<file path="src/rtl/decode_stage.sv">
// decode_stage
//   Pipelined RV32I instruction decode stage sitting between fetch and
//   register read / issue. One instruction word plus its PC is accepted per
//   valid/ready handshake, decoded combinationally, and captured into an
//   output register backed by a single skid register so that full
//   throughput is kept with a registered in_ready.
//
// Optional feature macro: DECODE_RV32M_EN
//   Defined   -> the RV32M multiply/divide encodings decode to CMD_MUL..CMD_REMU.
//   Undefined -> those encodings are reported as illegal.
//
// Parameters
//   XLEN   width of the immediate and PC datapath (32 or 64)
//   CMD_W  width of the command code (codes are the shared CMD_* macros)
//
// Ports
//   clk              rising-edge clock
//   rst              asynchronous, active-low reset
//   flush            synchronous pipeline kill, highest priority
//   in_valid/ready   fetch-side handshake (in_ready is a flop)
//   in_inst, in_pc   instruction word and its address
//   out_valid/ready  issue-side handshake
//   out_cmd          command code, 0 for an illegal instruction
//   out_rd/rs1/rs2   register indices, 0 when not used by the format
//   out_imm          sign-extended immediate, 0 when not used
//   out_pc           PC of the decoded instruction (kept for illegal ones)
//   out_valid_field  {rd, rs1, rs2, imm} used mask
//   out_illegal      undecodable instruction

`ifndef DECODE_STAGE_CMD_CODES
`define DECODE_STAGE_CMD_CODES
`define CMD_NONE   7'd0
`define CMD_LUI    7'd1
`define CMD_AUIPC  7'd2
`define CMD_JAL    7'd3
`define CMD_JALR   7'd4
`define CMD_BEQ    7'd5
`define CMD_BNE    7'd6
`define CMD_BLT    7'd7
`define CMD_BGE    7'd8
`define CMD_BLTU   7'd9
`define CMD_BGEU   7'd10
`define CMD_LB     7'd11
`define CMD_LH     7'd12
`define CMD_LW     7'd13
`define CMD_LBU    7'd14
`define CMD_LHU    7'd15
`define CMD_SB     7'd16
`define CMD_SH     7'd17
`define CMD_SW     7'd18
`define CMD_ADDI   7'd19
`define CMD_SLTI   7'd20
`define CMD_SLTIU  7'd21
`define CMD_XORI   7'd22
`define CMD_ORI    7'd23
`define CMD_ANDI   7'd24
`define CMD_SLLI   7'd25
`define CMD_SRLI   7'd26
`define CMD_SRAI   7'd27
`define CMD_ADD    7'd28
`define CMD_SUB    7'd29
`define CMD_SLL    7'd30
`define CMD_SLT    7'd31
`define CMD_SLTU   7'd32
`define CMD_XOR    7'd33
`define CMD_SRL    7'd34
`define CMD_SRA    7'd35
`define CMD_OR     7'd36
`define CMD_AND    7'd37
`define CMD_FENCE  7'd38
`define CMD_ECALL  7'd39
`define CMD_EBREAK 7'd40
`define CMD_MUL    7'd41
`define CMD_MULH   7'd42
`define CMD_MULHSU 7'd43
`define CMD_MULHU  7'd44
`define CMD_DIV    7'd45
`define CMD_DIVU   7'd46
`define CMD_REM    7'd47
`define CMD_REMU   7'd48
`endif

module decode_stage #(
  parameter int XLEN  = 32,
  parameter int CMD_W = 7
) (
  input  logic             clk,
  input  logic             rst,
  input  logic             flush,
  input  logic             in_valid,
  output logic             in_ready,
  input  logic [31:0]      in_inst,
  input  logic [XLEN-1:0]  in_pc,
  output logic             out_valid,
  input  logic             out_ready,
  output logic [CMD_W-1:0] out_cmd,
  output logic [4:0]       out_rd,
  output logic [4:0]       out_rs1,
  output logic [4:0]       out_rs2,
  output logic [XLEN-1:0]  out_imm,
  output logic [XLEN-1:0]  out_pc,
  output logic [3:0]       out_valid_field,
  output logic             out_illegal
);

  typedef struct packed {
    logic [CMD_W-1:0] cmd;
    logic [4:0]       rd;
    logic [4:0]       rs1;
    logic [4:0]       rs2;
    logic [XLEN-1:0]  imm;
    logic [XLEN-1:0]  pc;
    logic [3:0]       vf;
    logic             illegal;
  } bundle_t;

  bundle_t     dec;
  bundle_t     out_q;
  bundle_t     skid_q;
  logic        out_v;
  logic        skid_v;
  logic        ready_q;
  logic        accept;

  logic [6:0]  opcode;
  logic [2:0]  f3;
  logic [6:0]  f7;
  logic [6:0]  cmd_n;
  logic [3:0]  fmt;
  logic [31:0] imm32;

  assign accept = in_valid && ready_q;

  // Combinational decode of the incoming word. Each opcode picks a command
  // code, a {rd,rs1,rs2,imm} mask and a 32-bit immediate; a command code of
  // CMD_NONE at the end means nothing matched, which is what marks the word
  // illegal. Unused fields are forced to zero so the bundle never carries
  // stale instruction bits.
  always_comb begin
    opcode = in_inst[6:0];
    f3     = in_inst[14:12];
    f7     = in_inst[31:25];
    cmd_n  = `CMD_NONE;
    fmt    = 4'b0000;
    imm32  = '0;
    dec    = '0;

    if (in_inst[1:0] == 2'b11) begin
      case (opcode)
        7'b0110111: begin
          cmd_n = `CMD_LUI;
          fmt   = 4'b1001;
          imm32 = {in_inst[31:12], 12'b0};
        end
        7'b0010111: begin
          cmd_n = `CMD_AUIPC;
          fmt   = 4'b1001;
          imm32 = {in_inst[31:12], 12'b0};
        end
        7'b1101111: begin
          cmd_n = `CMD_JAL;
          fmt   = 4'b1001;
          imm32 = {{12{in_inst[31]}}, in_inst[19:12], in_inst[20], in_inst[30:21], 1'b0};
        end
        7'b1100111: begin
          if (f3 == 3'b000) cmd_n = `CMD_JALR;
          fmt   = 4'b1101;
          imm32 = {{20{in_inst[31]}}, in_inst[31:20]};
        end
        7'b1100011: begin
          case (f3)
            3'b000:  cmd_n = `CMD_BEQ;
            3'b001:  cmd_n = `CMD_BNE;
            3'b100:  cmd_n = `CMD_BLT;
            3'b101:  cmd_n = `CMD_BGE;
            3'b110:  cmd_n = `CMD_BLTU;
            3'b111:  cmd_n = `CMD_BGEU;
            default: cmd_n = `CMD_NONE;
          endcase
          fmt   = 4'b0111;
          imm32 = {{20{in_inst[31]}}, in_inst[7], in_inst[30:25], in_inst[11:8], 1'b0};
        end
        7'b0000011: begin
          case (f3)
            3'b000:  cmd_n = `CMD_LB;
            3'b001:  cmd_n = `CMD_LH;
            3'b010:  cmd_n = `CMD_LW;
            3'b100:  cmd_n = `CMD_LBU;
            3'b101:  cmd_n = `CMD_LHU;
            default: cmd_n = `CMD_NONE;
          endcase
          fmt   = 4'b1101;
          imm32 = {{20{in_inst[31]}}, in_inst[31:20]};
        end
        7'b0100011: begin
          case (f3)
            3'b000:  cmd_n = `CMD_SB;
            3'b001:  cmd_n = `CMD_SH;
            3'b010:  cmd_n = `CMD_SW;
            default: cmd_n = `CMD_NONE;
          endcase
          fmt   = 4'b0111;
          imm32 = {{20{in_inst[31]}}, in_inst[31:25], in_inst[11:7]};
        end
        7'b0010011: begin
          fmt   = 4'b1101;
          imm32 = {{20{in_inst[31]}}, in_inst[31:20]};
          case (f3)
            3'b000: cmd_n = `CMD_ADDI;
            3'b010: cmd_n = `CMD_SLTI;
            3'b011: cmd_n = `CMD_SLTIU;
            3'b100: cmd_n = `CMD_XORI;
            3'b110: cmd_n = `CMD_ORI;
            3'b111: cmd_n = `CMD_ANDI;
            // Shifts carry only the shamt as immediate; the upper bits
            // select arithmetic vs logical and anything else is rejected.
            3'b001: begin
              imm32 = {27'b0, in_inst[24:20]};
              if (f7 == 7'b0000000) cmd_n = `CMD_SLLI;
            end
            default: begin
              imm32 = {27'b0, in_inst[24:20]};
              if (f7 == 7'b0000000)      cmd_n = `CMD_SRLI;
              else if (f7 == 7'b0100000) cmd_n = `CMD_SRAI;
            end
          endcase
        end
        7'b0110011: begin
          fmt = 4'b1110;
          if (f7 == 7'b0000000) begin
            case (f3)
              3'b000:  cmd_n = `CMD_ADD;
              3'b001:  cmd_n = `CMD_SLL;
              3'b010:  cmd_n = `CMD_SLT;
              3'b011:  cmd_n = `CMD_SLTU;
              3'b100:  cmd_n = `CMD_XOR;
              3'b101:  cmd_n = `CMD_SRL;
              3'b110:  cmd_n = `CMD_OR;
              default: cmd_n = `CMD_AND;
            endcase
          end else if (f7 == 7'b0100000) begin
            if (f3 == 3'b000)      cmd_n = `CMD_SUB;
            else if (f3 == 3'b101) cmd_n = `CMD_SRA;
          end
`ifdef DECODE_RV32M_EN
          else if (f7 == 7'b0000001) begin
            case (f3)
              3'b000:  cmd_n = `CMD_MUL;
              3'b001:  cmd_n = `CMD_MULH;
              3'b010:  cmd_n = `CMD_MULHSU;
              3'b011:  cmd_n = `CMD_MULHU;
              3'b100:  cmd_n = `CMD_DIV;
              3'b101:  cmd_n = `CMD_DIVU;
              3'b110:  cmd_n = `CMD_REM;
              default: cmd_n = `CMD_REMU;
            endcase
          end
`endif
        end
        7'b0001111: begin
          if (f3 == 3'b000) cmd_n = `CMD_FENCE;
        end
        7'b1110011: begin
          // Only the two fully-zero-field SYSTEM encodings are base RV32I.
          if (in_inst[31:7] == 25'd0)          cmd_n = `CMD_ECALL;
          else if (in_inst[31:7] == 25'h2000)  cmd_n = `CMD_EBREAK;
        end
        default: cmd_n = `CMD_NONE;
      endcase
    end

    if (cmd_n == `CMD_NONE) fmt = 4'b0000;

    dec.cmd     = CMD_W'(cmd_n);
    dec.illegal = (cmd_n == `CMD_NONE);
    dec.vf      = fmt;
    dec.rd      = fmt[3] ? in_inst[11:7]  : 5'd0;
    dec.rs1     = fmt[2] ? in_inst[19:15] : 5'd0;
    dec.rs2     = fmt[1] ? in_inst[24:20] : 5'd0;
    dec.imm     = fmt[0] ? XLEN'($signed(imm32)) : '0;
    dec.pc      = in_pc;
  end

  // OUT/SKID pipeline. OUT may be loaded whenever it is empty or being
  // drained; the skid entry always has priority into OUT so ordering is
  // kept. A word arriving while OUT is stalled parks in SKID. in_ready is
  // registered as "SKID will be empty after this edge"; flush drops both
  // entries and any same-cycle accept.
  always_ff @(posedge clk or negedge rst) begin
    if (!rst) begin
      out_q   <= '0;
      skid_q  <= '0;
      out_v   <= 1'b0;
      skid_v  <= 1'b0;
      ready_q <= 1'b0;
    end else if (flush) begin
      out_v   <= 1'b0;
      skid_v  <= 1'b0;
      ready_q <= 1'b1;
    end else if (!out_v || out_ready) begin
      if (skid_v) begin
        out_q   <= skid_q;
        out_v   <= 1'b1;
        if (accept) skid_q <= dec;
        skid_v  <= accept;
        ready_q <= !accept;
      end else begin
        if (accept) out_q <= dec;
        out_v   <= accept;
        ready_q <= 1'b1;
      end
    end else if (accept) begin
      skid_q  <= dec;
      skid_v  <= 1'b1;
      ready_q <= 1'b0;
    end else begin
      ready_q <= !skid_v;
    end
  end

  assign in_ready        = ready_q;
  assign out_valid       = out_v;
  assign out_cmd         = out_q.cmd;
  assign out_rd          = out_q.rd;
  assign out_rs1         = out_q.rs1;
  assign out_rs2         = out_q.rs2;
  assign out_imm         = out_q.imm;
  assign out_pc          = out_q.pc;
  assign out_valid_field = out_q.vf;
  assign out_illegal     = out_q.illegal;

endmodule

</file>
<file path="config.mk">
export PLATFORM = sky130hd
export DESIGN_NAME = decode_stage
export DESIGN_NICKNAME = d
export VERILOG_FILES = /design/src/rtl/decode_stage.sv
export SDC_FILE = /design/constraint.sdc
export NUM_CORES = 1
export LEC_CHECK = 0
export CAP_MARGIN = 10
export CORE_AREA = 2 2 125 218
export CTS_CLUSTER_SIZE = 20
export DETAILED_ROUTE_END_ITERATION = 10
export DIE_AREA = 0 0 127 220
export GPL_ROUTABILITY_DRIVEN = 0
export HOLD_SLACK_MARGIN = 0.1
export PLACE_DENSITY = 0.54
export SLEW_MARGIN = 30
export SYNTH_ARGS = -nofsm -noshare
export SYNTH_HDL_FRONTEND = slang
export SYNTH_SLANG_ARGS = --single-unit
</file>
<file path="constraint.sdc">
create_clock -name clk -period 2.27 [get_ports clk]
set_input_delay 0.454 -clock clk [delete_from_list [all_inputs] [get_ports clk]]
set_output_delay 0.454 -clock clk [all_outputs]
set_load 0.1 [all_outputs]
</file>
==> impl_metrics.yaml <==
cts:
  cts_tree: "built"
  clkTransAtPathRegs_ns: 0.07
  root_buffer: "clkbuf_16"
  cts.sink_count: 183
  clk_latency_ns: 0.45
  htreeDepth: 4
  numCtsBuffers: 17
  clockBufferDepth: 2
yosys:
  synth_ff_type: "dfrtp_1"
  ys_seq_area_share_pct: 49.4
  synth_enable_flop_cells: 0
  synthCells: 992
  syn_nets: 1061
  synth_top_cell_by_area: "dfrtp_1"
  synth_area_per_cell_sq_um: 9.35
  synthTopCellsByArea: "dfrtp_1, nand2_1, a21oi_1"
  ys_warn_count: 0
  async_flop_share_pct: 100
  synth-seq-cells: 183
  synth_top_area_share_pct: 49.4
  netlist_area_sq_um: 9270
  ys_types: 60
placement:
  dp_hpwl_microns: 21600
  portBuffers: 160
  dp_cells: 1552
critical_path:
  worstSetupPathType: "primary input to flip-flop"
  cp_slowest_cell: "nor4b_4"
  worstPathRequired_ns: 2.61
  cp-start-kind: "primary input"
  critPathMaxFanout: 7
  cp_cell_sequence: "buf_12 > nor4b_4 > buf_4 > nand4_1 > buf_6 > buf_6 > nor4_4 > nand3b_1 > nor3_4 > and3_4 > buf_12 > buf_8 > o41ai_2"
  critical_path_arrival_ns: 2.72
  end_kind: "flip-flop"
  crit_path_max_incr_delay_ns: 0.30
  r2r_slack_ns: 0.41
sta:
  drv_slew: 0
  worst_pin_slew_ns: 0.521
  layout_setup_ws_ns: -0.104
  fmax_ghz: 0.421
  rsz0062_at_grt: "yes"
  hold_viol_final: 0
  fin_crit_ns: 2.37
  slew_headroom_pct: 65.2
  setup_viol: 57
  skew_ns: 0.00749
  tns_ns: -2.91
  period_share_pct: 105
detailed_routing:
  viasPerCell: 5.38
  drtPass1Iterations: 7
  drtIter0Drc: 629
  vias: 8778
  drc_errors: 0
  avgRoutedWirePerCell_microns: 19.9
  wirelength_microns: 32500
  final_antenna_net_count: 0
floorplanning:
  initial_utilization_pct: 35.3
  core_area_sq_um: 26300
  die_w_microns: 127
  die_h_microns: 220
  rows: 79
  die_area_sq_um: 27900
  ios: 162
layout:
  nets: 1364
  drive_gt1_share_pct: 35.2
  syn2layout_area_growth_pct: 48.7
  antenna_cells: 0
  fillers: 2435
  fin_cells: 1632
  final_cell_mix: "buf_4, nand2_1, dfrtp_1, a21oi_1, nor2_1"
  final_common_cell: "buf_4"
global_routing:
  grt_overflow: 0
  antenna_found_initial: 0
  grt_pass1_vias: 9066
  grt_max_degree: 79
  grt_use_total_pct: 23.6
  grt_pass1_wl_microns: 50800
run_status:
  status: "complete, but fails checks"
  violations: "negative setup slack"
power:
  p_seq_share_pct: 38.4
  p_int_w: 0.00607
  swShare_pct: 40.1
  p_sw_w: 0.00406
  comb_power_share_pct: 33.2
  power_w: 0.0101
  power_frac_clock_pct: 28.4
  power_leakage_nw: 6.67
  ir_drop_uv: 511
  power.density_nw_per_um2: 735
worst_hold_path:
  min_path_type: "primary input to flip-flop"
job:
  drv_cap: 0
## area by class of cell
class / instances / area (sq um) / area share, %
Multi-Input combinational cell: 699 / 4690 / 34.0
Inverter: 20 / 75.1 / 0.544
Clock inverter: 7 / 58.8 / 0.426
Tap cell: 324 / 405 / 2.94
Timing Repair Buffer: 374 / 3470 / 25.2
Sequential cell: 183 / 4590 / 33.3
Clock buffer: 25 / 495 / 3.59
## critical path, delay by kind of cell
kind | cells | cell delay [ns]
compound gates | 1 | 0.26
buf+inv | 6 | 0.82
simple gates | 6 | 1.15
## synth_stat cells, types with 4 or more instances
cell and instances:
nand2_1 199, dfrtp_1 183, a21oi_1 116, clkbuf_1 69, nor2_1 63, o21ai_0 51, o31ai_1 36, mux2i_1 33
a311o_1 29, o41ai_2 25, inv_1 20, and3_1 18, nor3_1 14, a41o_1 12, buf_2 11, nand3_1 8
and2_1 7, nor2b_1 7, a22oi_1 6, buf_6 6, nand2b_1 6, nand3b_1 6, or3_1 6, a31oi_1 4
nor3b_1 4
## registers in the layout, indices dropped and copies added (netlist names)
| register | cells |
|---|---|
| skid_q | 90 |
| out_imm | 32 |
| out_pc | 32 |
| out_cmd | 6 |
| out_rd | 5 |
| out_rs1 | 5 |
| out_rs2 | 5 |
| out_valid_field | 4 |
| in_ready | 1 |
| out_illegal | 1 |
| out_valid | 1 |
| skid_v | 1 |
## worst paths after layout
path	startpoint	to	cells after the start
setup / recovery	in_inst[10]	skid_q[83]	13
hold / removal	in_inst[28]	skid_q[45]	3
setup reg to reg	skid_v	out_rs1[1]	5
hold reg to reg	skid_q[83]	skid_q[83]	2
max in group asynchronous	rst	skid_q[47]	3
min in group asynchronous	rst	out_imm[16]	2
## power groups by stage
stage	clock network [W]	logic, W	registers [W]
floorplan	0	0.000646	0.00551
global placement	0	0.00323	0.00394
detailed placement	0	0.00324	0.00395
CTS	0.00297	0.00334	0.00389
global route	0.00309	0.00354	0.00394
finish	0.00288	0.00336	0.00389
## per-layer routing
| metal | track usage (%) | vias to the layer above | wire length, microns |
|---|---|---|---|
| met5 | 0 | - | 0 |
| met4 | 12.4 | 0 | 1810 |
| met3 | 4.37 | 95 | 1450 |
| met2 | 42.2 | 300 | 17100 |
| met1 | 26.5 | 4239 | 12100 |
| li1 | - | 4144 | - |
## logic make-up after synthesis
group	Yosys count	synth area share, %
simple gates	362	18.0
compound gates	296	23.1
flops	183	49.4
buf+inv	110	5.21
mux	35	3.80
xor+xnor	3	0.283
fa+ha+maj	2	0.216
other cells	1	0.0404
## stage by stage
| step | hold slack (ns) | utilization, % | instance area, sq um | setup WS, ns |
|---|---|---|---|---|
| 3_5_place_dp | 0.456 | 46.4 | 12200 | -1.21 |
| 3_3_place_gp | 0.450 | 46.4 | 12200 | -1.25 |
| 6_report | 0.410 | 52.4 | 13800 | -0.104 |
| 2_1_floorplan | 0.158 | - | 9310 | -0.233 |
| 5_1_grt | 0.390 | 52.4 | 13800 | -0.134 |
| 4_1_cts | 0.389 | 51.3 | 13500 | -0.0683 |
## repair_timing
| item | 4_1_cts | 5_1_grt |
|---|---|---|
| hold buffers | 1 | 0 |
| setup buffers | 32 | 5 |
| gates cloned | 9 | 3 |
| pin swaps | 52 | 32 |
| setup endpoints to repair | 112 | 105 |
| resized for setup | 162 | 56 |
| hold endpoints to repair | 50 | 0 |
No activity file was read; power rests on OpenSTA's default activity.
